--- config.mk ---
export PLATFORM = sky130hd
export DESIGN_NAME = deser_fifo
export DESIGN_NICKNAME = d
export VERILOG_FILES = /design/src/rtl/deser_fifo_pkg.sv /design/src/rtl/deser_fifo_shifter.sv /design/src/rtl/deser_fifo.sv
export SDC_FILE = /design/constraint.sdc
export NUM_CORES = 1
export LEC_CHECK = 0
export BUFFER_PORTS_ARGS = -buffer_cell sky130_fd_sc_hd__buf_2
export CAP_MARGIN = 20
export CELL_PAD_IN_SITES_DETAIL_PLACEMENT = 2
export CELL_PAD_IN_SITES_GLOBAL_PLACEMENT = 2
export CORE_ASPECT_RATIO = 0.6
export CORE_MARGIN = 3
export CORE_UTILIZATION = 40
export CTS_BUF_LIST = sky130_fd_sc_hd__clkbuf_16
export CTS_CLUSTER_SIZE = 25
export DETAILED_ROUTE_END_ITERATION = 16
export PLACE_DENSITY = 0.85
export SYNTH_ARGS = -nofsm -noshare
export SYNTH_HDL_FRONTEND = slang
export SYNTH_SLANG_ARGS = --single-unit
export TNS_END_PERCENT = 30
--- constraint.sdc ---
create_clock -name clock_1MHz -period 2.27 [get_ports clock_1MHz]
set_input_delay 0.3405 -clock clock_1MHz [delete_from_list [all_inputs] [get_ports clock_1MHz]]
set_output_delay 0.3405 -clock clock_1MHz [all_outputs]
set_load 0.01 [all_outputs]
--- src/rtl/deser_fifo_pkg.sv ---
`default_nettype none
// +----------------------------------------------------------------------+
// | deser_fifo_pkg : shared types and default sizes for deser_fifo       |
// | Revision: 1.0                                                        |
// +----------------------------------------------------------------------+
package deser_fifo_pkg;

  localparam int c_DEF_DATA_W = 8;
  localparam int c_DEF_DEPTH  = 8;

  typedef enum logic [0:0] {
    RECV = 1'b0,
    HOLD = 1'b1
  } state_e;

endpackage
`default_nettype wire

--- src/rtl/deser_fifo_shifter.sv ---
`default_nettype none
// +----------------------------------------------------------------------+
// | deser_fifo_shifter : serial-to-parallel shifter, bit counter, FSM    |
// | Bit order set by DESER_FIFO_MSB_FIRST_EN (LSB first when undefined). |
// | Revision: 1.0                                                        |
// +----------------------------------------------------------------------+
module deser_fifo_shifter
  import deser_fifo_pkg::*;
#(
  parameter int DATA_W = c_DEF_DATA_W
) (
  input  logic              clk,
  input  logic              rst,
  input  logic              i_bit_valid,
  input  logic              i_bit,
  input  logic              i_enq_ok,
  output logic [DATA_W-1:0] o_word,
  output logic              o_hold,
  output logic              o_status
);

  localparam int               CNT_W  = $clog2(DATA_W + 1);
  localparam logic [CNT_W-1:0] c_LAST = CNT_W'(DATA_W - 1);
  localparam logic [CNT_W-1:0] c_ONE  = CNT_W'(1);

  state_e            r_state;
  state_e            w_state_nxt;
  logic [DATA_W-1:0] r_shift;
  logic [CNT_W-1:0]  r_cnt;
  logic              w_take;

  assign w_take = (r_state == RECV) && i_bit_valid;

  always_ff @(posedge clk or negedge rst) begin
    if (!rst) begin
      r_state <= RECV;
    end else begin
      r_state <= w_state_nxt;
    end
  end

  always_comb begin
    w_state_nxt = r_state;
    case (r_state)
      RECV:    if (i_bit_valid && (r_cnt == c_LAST)) w_state_nxt = HOLD;
      HOLD:    if (i_enq_ok) w_state_nxt = RECV;
      default: w_state_nxt = RECV;
    endcase
  end

  always_comb begin
    o_status = (r_state == RECV);
    o_hold   = (r_state == HOLD);
  end

  // Word stays frozen in HOLD until the queue accepts it.
  always_ff @(posedge clk or negedge rst) begin
    if (!rst) begin
      r_shift <= '0;
      r_cnt   <= '0;
    end else if (w_take) begin
`ifdef DESER_FIFO_MSB_FIRST_EN
      r_shift <= {r_shift[DATA_W-2:0], i_bit};
`else
      r_shift <= {i_bit, r_shift[DATA_W-1:1]};
`endif
      r_cnt   <= r_cnt + c_ONE;
    end else if (i_enq_ok) begin
      r_cnt   <= '0;
    end
  end

  assign o_word = r_shift;

endmodule
`default_nettype wire

--- src/rtl/deser_fifo.sv ---
`default_nettype none
// +----------------------------------------------------------------------+
// | deser_fifo : strobed serial deserializer feeding a circular queue    |
// | Optional macro DESER_FIFO_MSB_FIRST_EN selects MSB-first bit order.  |
// | Revision: 1.0                                                        |
// +----------------------------------------------------------------------+
module deser_fifo
  import deser_fifo_pkg::*;
#(
  parameter int DATA_W = c_DEF_DATA_W,
  parameter int DEPTH  = c_DEF_DEPTH
) (
  input  logic                  clock_1MHz,
  input  logic                  rst,
  input  logic                  data_in,
  input  logic                  write_in,
  input  logic                  enqueue_in,
  input  logic                  dequeue_in,
  output logic                  status_out,
  output logic [DATA_W-1:0]     data_out,
  output logic [$clog2(DEPTH):0] count_out,
  output logic                  full_out,
  output logic                  empty_out,
  output logic                  overflow_out
);

  localparam int               PTR_W  = $clog2(DEPTH);
  localparam int               CNT_W  = PTR_W + 1;
  localparam logic [CNT_W-1:0] c_FULL = CNT_W'(DEPTH);
  localparam logic [CNT_W-1:0] c_ONE  = CNT_W'(1);
  localparam logic [PTR_W-1:0] c_PONE = PTR_W'(1);

  // Lane order: [0] write, [1] enqueue, [2] dequeue, [3] data.
  logic [3:0] r_sync1;
  logic [3:0] r_sync2;
  logic [2:0] r_prev;
  logic [2:0] r_armed;
  logic [1:0] r_warm;
  logic [2:0] w_rise;

  // A lane arms only after a genuine low has reached sync2, so a strobe
  // already high when reset releases does not count as an edge.
  always_ff @(posedge clock_1MHz or negedge rst) begin
    if (!rst) begin
      r_sync1 <= '0;
      r_sync2 <= '0;
      r_prev  <= '0;
      r_armed <= '0;
      r_warm  <= '0;
    end else begin
      r_sync1 <= {data_in, dequeue_in, enqueue_in, write_in};
      r_sync2 <= r_sync1;
      r_prev  <= r_sync2[2:0];
      r_warm  <= {r_warm[0], 1'b1};
      r_armed <= r_armed | ({3{r_warm[1]}} & ~r_sync2[2:0]);
    end
  end

  assign w_rise = r_sync2[2:0] & ~r_prev & r_armed;

  logic [DATA_W-1:0] w_word;
  logic              w_hold;
  logic              w_enq_req;
  logic              w_enq_do;
  logic              w_deq_do;
  logic              w_ovf;

  deser_fifo_shifter #(
    .DATA_W (DATA_W)
  ) u_shifter (
    .clk         (clock_1MHz),
    .rst         (rst),
    .i_bit_valid (w_rise[0]),
    .i_bit       (r_sync2[3]),
    .i_enq_ok    (w_enq_do),
    .o_word      (w_word),
    .o_hold      (w_hold),
    .o_status    (status_out)
  );

  // A same-cycle pop frees the slot, so a push into a full queue succeeds.
  assign w_deq_do  = w_rise[2] && !empty_out;
  assign w_enq_req = w_rise[1] && w_hold;
  assign w_enq_do  = w_enq_req && (!full_out || w_deq_do);
  assign w_ovf     = w_enq_req && full_out && !w_deq_do;

  logic [CNT_W-1:0] w_count_nxt;
  logic [PTR_W-1:0] r_head;
  logic [PTR_W-1:0] r_tail;

  always_comb begin
    w_count_nxt = count_out;
    if (w_enq_do && !w_deq_do) begin
      w_count_nxt = count_out + c_ONE;
    end else if (!w_enq_do && w_deq_do) begin
      w_count_nxt = count_out - c_ONE;
    end
  end

  logic [DATA_W-1:0] r_mem [DEPTH];

  always_ff @(posedge clock_1MHz) begin
    if (w_enq_do) begin
      r_mem[r_tail] <= w_word;
    end
  end

  always_ff @(posedge clock_1MHz or negedge rst) begin
    if (!rst) begin
      r_head       <= '0;
      r_tail       <= '0;
      count_out    <= '0;
      full_out     <= 1'b0;
      empty_out    <= 1'b1;
      data_out     <= '0;
      overflow_out <= 1'b0;
    end else begin
      if (w_enq_do) begin
        r_tail <= r_tail + c_PONE;
      end
      if (w_deq_do) begin
        data_out <= r_mem[r_head];
        r_head   <= r_head + c_PONE;
      end
      count_out    <= w_count_nxt;
      full_out     <= (w_count_nxt == c_FULL);
      empty_out    <= (w_count_nxt == '0);
      overflow_out <= w_ovf;
    end
  end

endmodule
`default_nettype wire

==> summary.md <==
| Metric | Value |
|---|---|
| Asr flop ratio synth | 43.9% |
| Post-CTS Repair Setup Buffers | 0 |
| Multi-input gate area | 0.00111 mm^2 |
| Initial antenna violation count | 0 |
| Syn-to-layout area delta | 19.8% |
| Min-delay src | write_in |
| DP Cell Count | 435 |
| Worst-margin pin slew | 545 ps |
| RR Endpoint | empty_out |
| Total number of vias | 2520 |
| Setup TNS | 0 ps |
| Root buf cell | clkbuf_16 |
| Nature of the critical path endpoint | flip-flop |
| Most frequent cells after synthesis | edfxtp_1, dfrtp_1, nand2_1 |
| Syn Inst Count | 275 |
| Mapped cell area | 0.00436 mm^2 |
| Largest fanout on the critical path | 8 |
| R2R depth | 5 |
| MaxCap Viol Count | 0 |
| DR pass1 iterations | 4 |
| Drt total wl | 11300 um |
| Port Buffers | 21 |
| Finished Layout Cells | 468 |
| Post-synth cell types | 37 |
| Sequential share of the synthesized area | 72.8% |
| Clock latency at the later pin of the worst-skew pair | 420 ps |
| Startpoint Class | flip-flop |
| Post-CTS resize count | 0 |
| GP Congestion | 0.806 |
| Cts bufs inserted | 17 |
| Yosys warning count | 0 |
| First-pass GRT wire length | 18000 um |
| Die X | 141 um |
| RSZ-0062 raised after global routing | false |
| Number of global-route vias before repair | 2905 |
| Final hold violation count | 0 |
| Routed wire per std cell | 24.0 um |
| Core Region | 0.0102 mm^2 |
| DRT iter0 DRCs | 131 |
| TritonCTS clock tree | yes |
| Seq cells post-synth | 114 |
| Final setup fails | 0 |
| Final nets | 331 |
| Critical Path AT | 2360 ps |
| Share of layout cells above drive strength 1 | 23.7% |
| CTS clk-pin slew, worst paths | 60 ps |
| Rows | 28 |
| Layout fillers | 951 |
| Starting Density | 42.6% |
| DP HPWL | 7350 um |
| Via/cell ratio | 5.38 |
| Clk sink count | 114 |
| Clock skew | 10.6 ps |
| Syn nets | 286 |
| Rel. slew slack | 63.7% |
| Top cells by area, synth | edfxtp_1, dfrtp_1, mux4_2 |
| Total GRT Usage | 20.5% |
| Die area | 0.0122 mm^2 |
| Overall power | 6.92 mW |
| Worst hold endpoint | r_sync1[0] |
| Mean post-synth cell area | 15.9 um^2 |
| Synth area leader | edfxtp_1 |
| Die H | 86.9 um |
| Routed Antenna Nets | 0 |
| DRC Markers | 0 |
| Fin crit share | 90.1% |
| Status | completed |
| Reg2reg setup slack | 230 ps |
| Hold Path Class | primary input to flip-flop |
| Required @ worst endpoint | 2580 ps |
| # IOs | 22 |
| Post-synth EDFFs | 64 |
| Leakage Power | 2.11 nW |
| Antenna diodes | 0 |
| Final Max Tran Viols | 0 |
| Depth of the CTS H-tree | 4 |
| Largest net degree at the start of global routing | 27 |
| Max Clock Freq | 489 MHz |
| Synth top area share | 44.0% |
| Worst hold path cell count | 1 |
| Pwr per Cell Area | 1320 mW/mm^2 |
| Register area | 0.00317 mm^2 |
| RR Startpoint | empty_out |
| CTS Buffer Depth | 2 |
| Dominant synthesized flop cell | edfxtp_1 |
| VDD IR max | 0.755 mV |
| Critical path type | flip-flop to flip-flop |
| Cts hold-fix bufs | 1 |
| Min Tclk post-route | 2040 ps |
| Most common cell in the netlist | edfxtp_1 |
| Grt total ovfl | 0 |
## worst max-delay path: stages (launching register included)
cell and delay [ps]:
dfstp_2 540, and4bb_1 310, nor3_1 430, a22oi_1 150
xnor2_1 220, nor3_1 300
## flip-flops by register name (all words and copies together) (netlist names)
signal	cells
r_armed	3
overflow_out	1
r_sync1	4
full_out	1
r_prev	3
r_sync2	4
count_out	4
u_shifter.o_hold	1
u_shifter.r_cnt	4
u_shifter.o_word	8
r_warm	2
r_tail	3
r_head	3
empty_out	1
data_out	8
r_mem	64
## cells by family (layout without fill, tap and decap cells)
| kind of cell | count (synthesis) | after routing | synth area share (%) |
|---|---|---|---|
| other | 1 | 1 | 0.0860 |
| DFF | 114 | 114 | 72.8 |
| buffers and inverters | 16 | 74 | 1.69 |
| AOI/OAI and AO/OA | 27 | 27 | 3.50 |
| and+or+nand+nor | 81 | 81 | 8.86 |
| muxes | 24 | 24 | 10.1 |
| adders and majority gates | 5 | 5 | 1.43 |
| xor gates and xnor gates | 7 | 7 | 1.58 |
## cell type report
cell class	instances	share of cell area (%)
Clock buffer	19	9.09
Clock inverter	13	1.01
Inverter	6	0.431
Multi-Input combinational cell	145	21.3
Sequential cell	114	60.7
Tap cell	135	3.23
Timing Repair Buffer	36	4.21
## cells in the final DEF (no fill, tap or decap), types with 8 or more instances in the layout
cell type | synthesis | routed
buf_2 | 1 | 21
inv_1 | 6 | 11
edfxtp_1 | 64 | 64
mux4_2 | 16 | 16
o21ai_0 | 18 | 18
nor2_1 | 8 | 8
clkbuf_16 | 0 | 19
buf_4 | 1 | 14
mux2i_1 | 8 | 8
dfrtp_1 | 49 | 49
nand2_1 | 47 | 47
## metal layers
layer  GRT usage (%)  share of wire, %
met1            28.4                48
met2            32.4                47
met3            5.60               4.0
met4            5.80               1.1
met5               0                 0
## through the flow
| stage | instance area [um^2] | hold WS (ps) | util [%] | setup slack [ps] |
|---|---|---|---|---|
| 2_1_floorplan | 4360 | 44.9 | - | 42.1 |
| 3_3_place_gp | 4690 | 217 | 45.9 | 412 |
| 3_5_place_dp | 4690 | 222 | 45.9 | 268 |
| 4_1_cts | 5230 | 17.9 | 51.1 | 235 |
| 5_1_grt | 5230 | 14.8 | 51.1 | 60.7 |
| 6_report | 5230 | 33.5 | 51.1 | 225 |
## power breakdown
| part | switching [mW] | internal (mW) | leakage (nW) | total (mW) |
|---|---|---|---|---|
| Clock | 0.912 | 1.47 | 0.280 | 2.39 |
| Sequential | 0.489 | 2.63 | 1.20 | 3.12 |
| Combinational | 0.778 | 0.643 | 0.636 | 1.42 |
## how the worst max path moves through the flow
stage,from,endpoint,slack (ps),cells after the start
floorplan,empty_out,r_mem[0][0],40,4
global placement,empty_out,empty_out,410,5
detailed placement,empty_out,empty_out,270,5
CTS,empty_out,empty_out,230,5
global route,empty_out,empty_out,60,5
finish,empty_out,empty_out,230,5
Note: power is estimated with default switching activity, not from simulation.
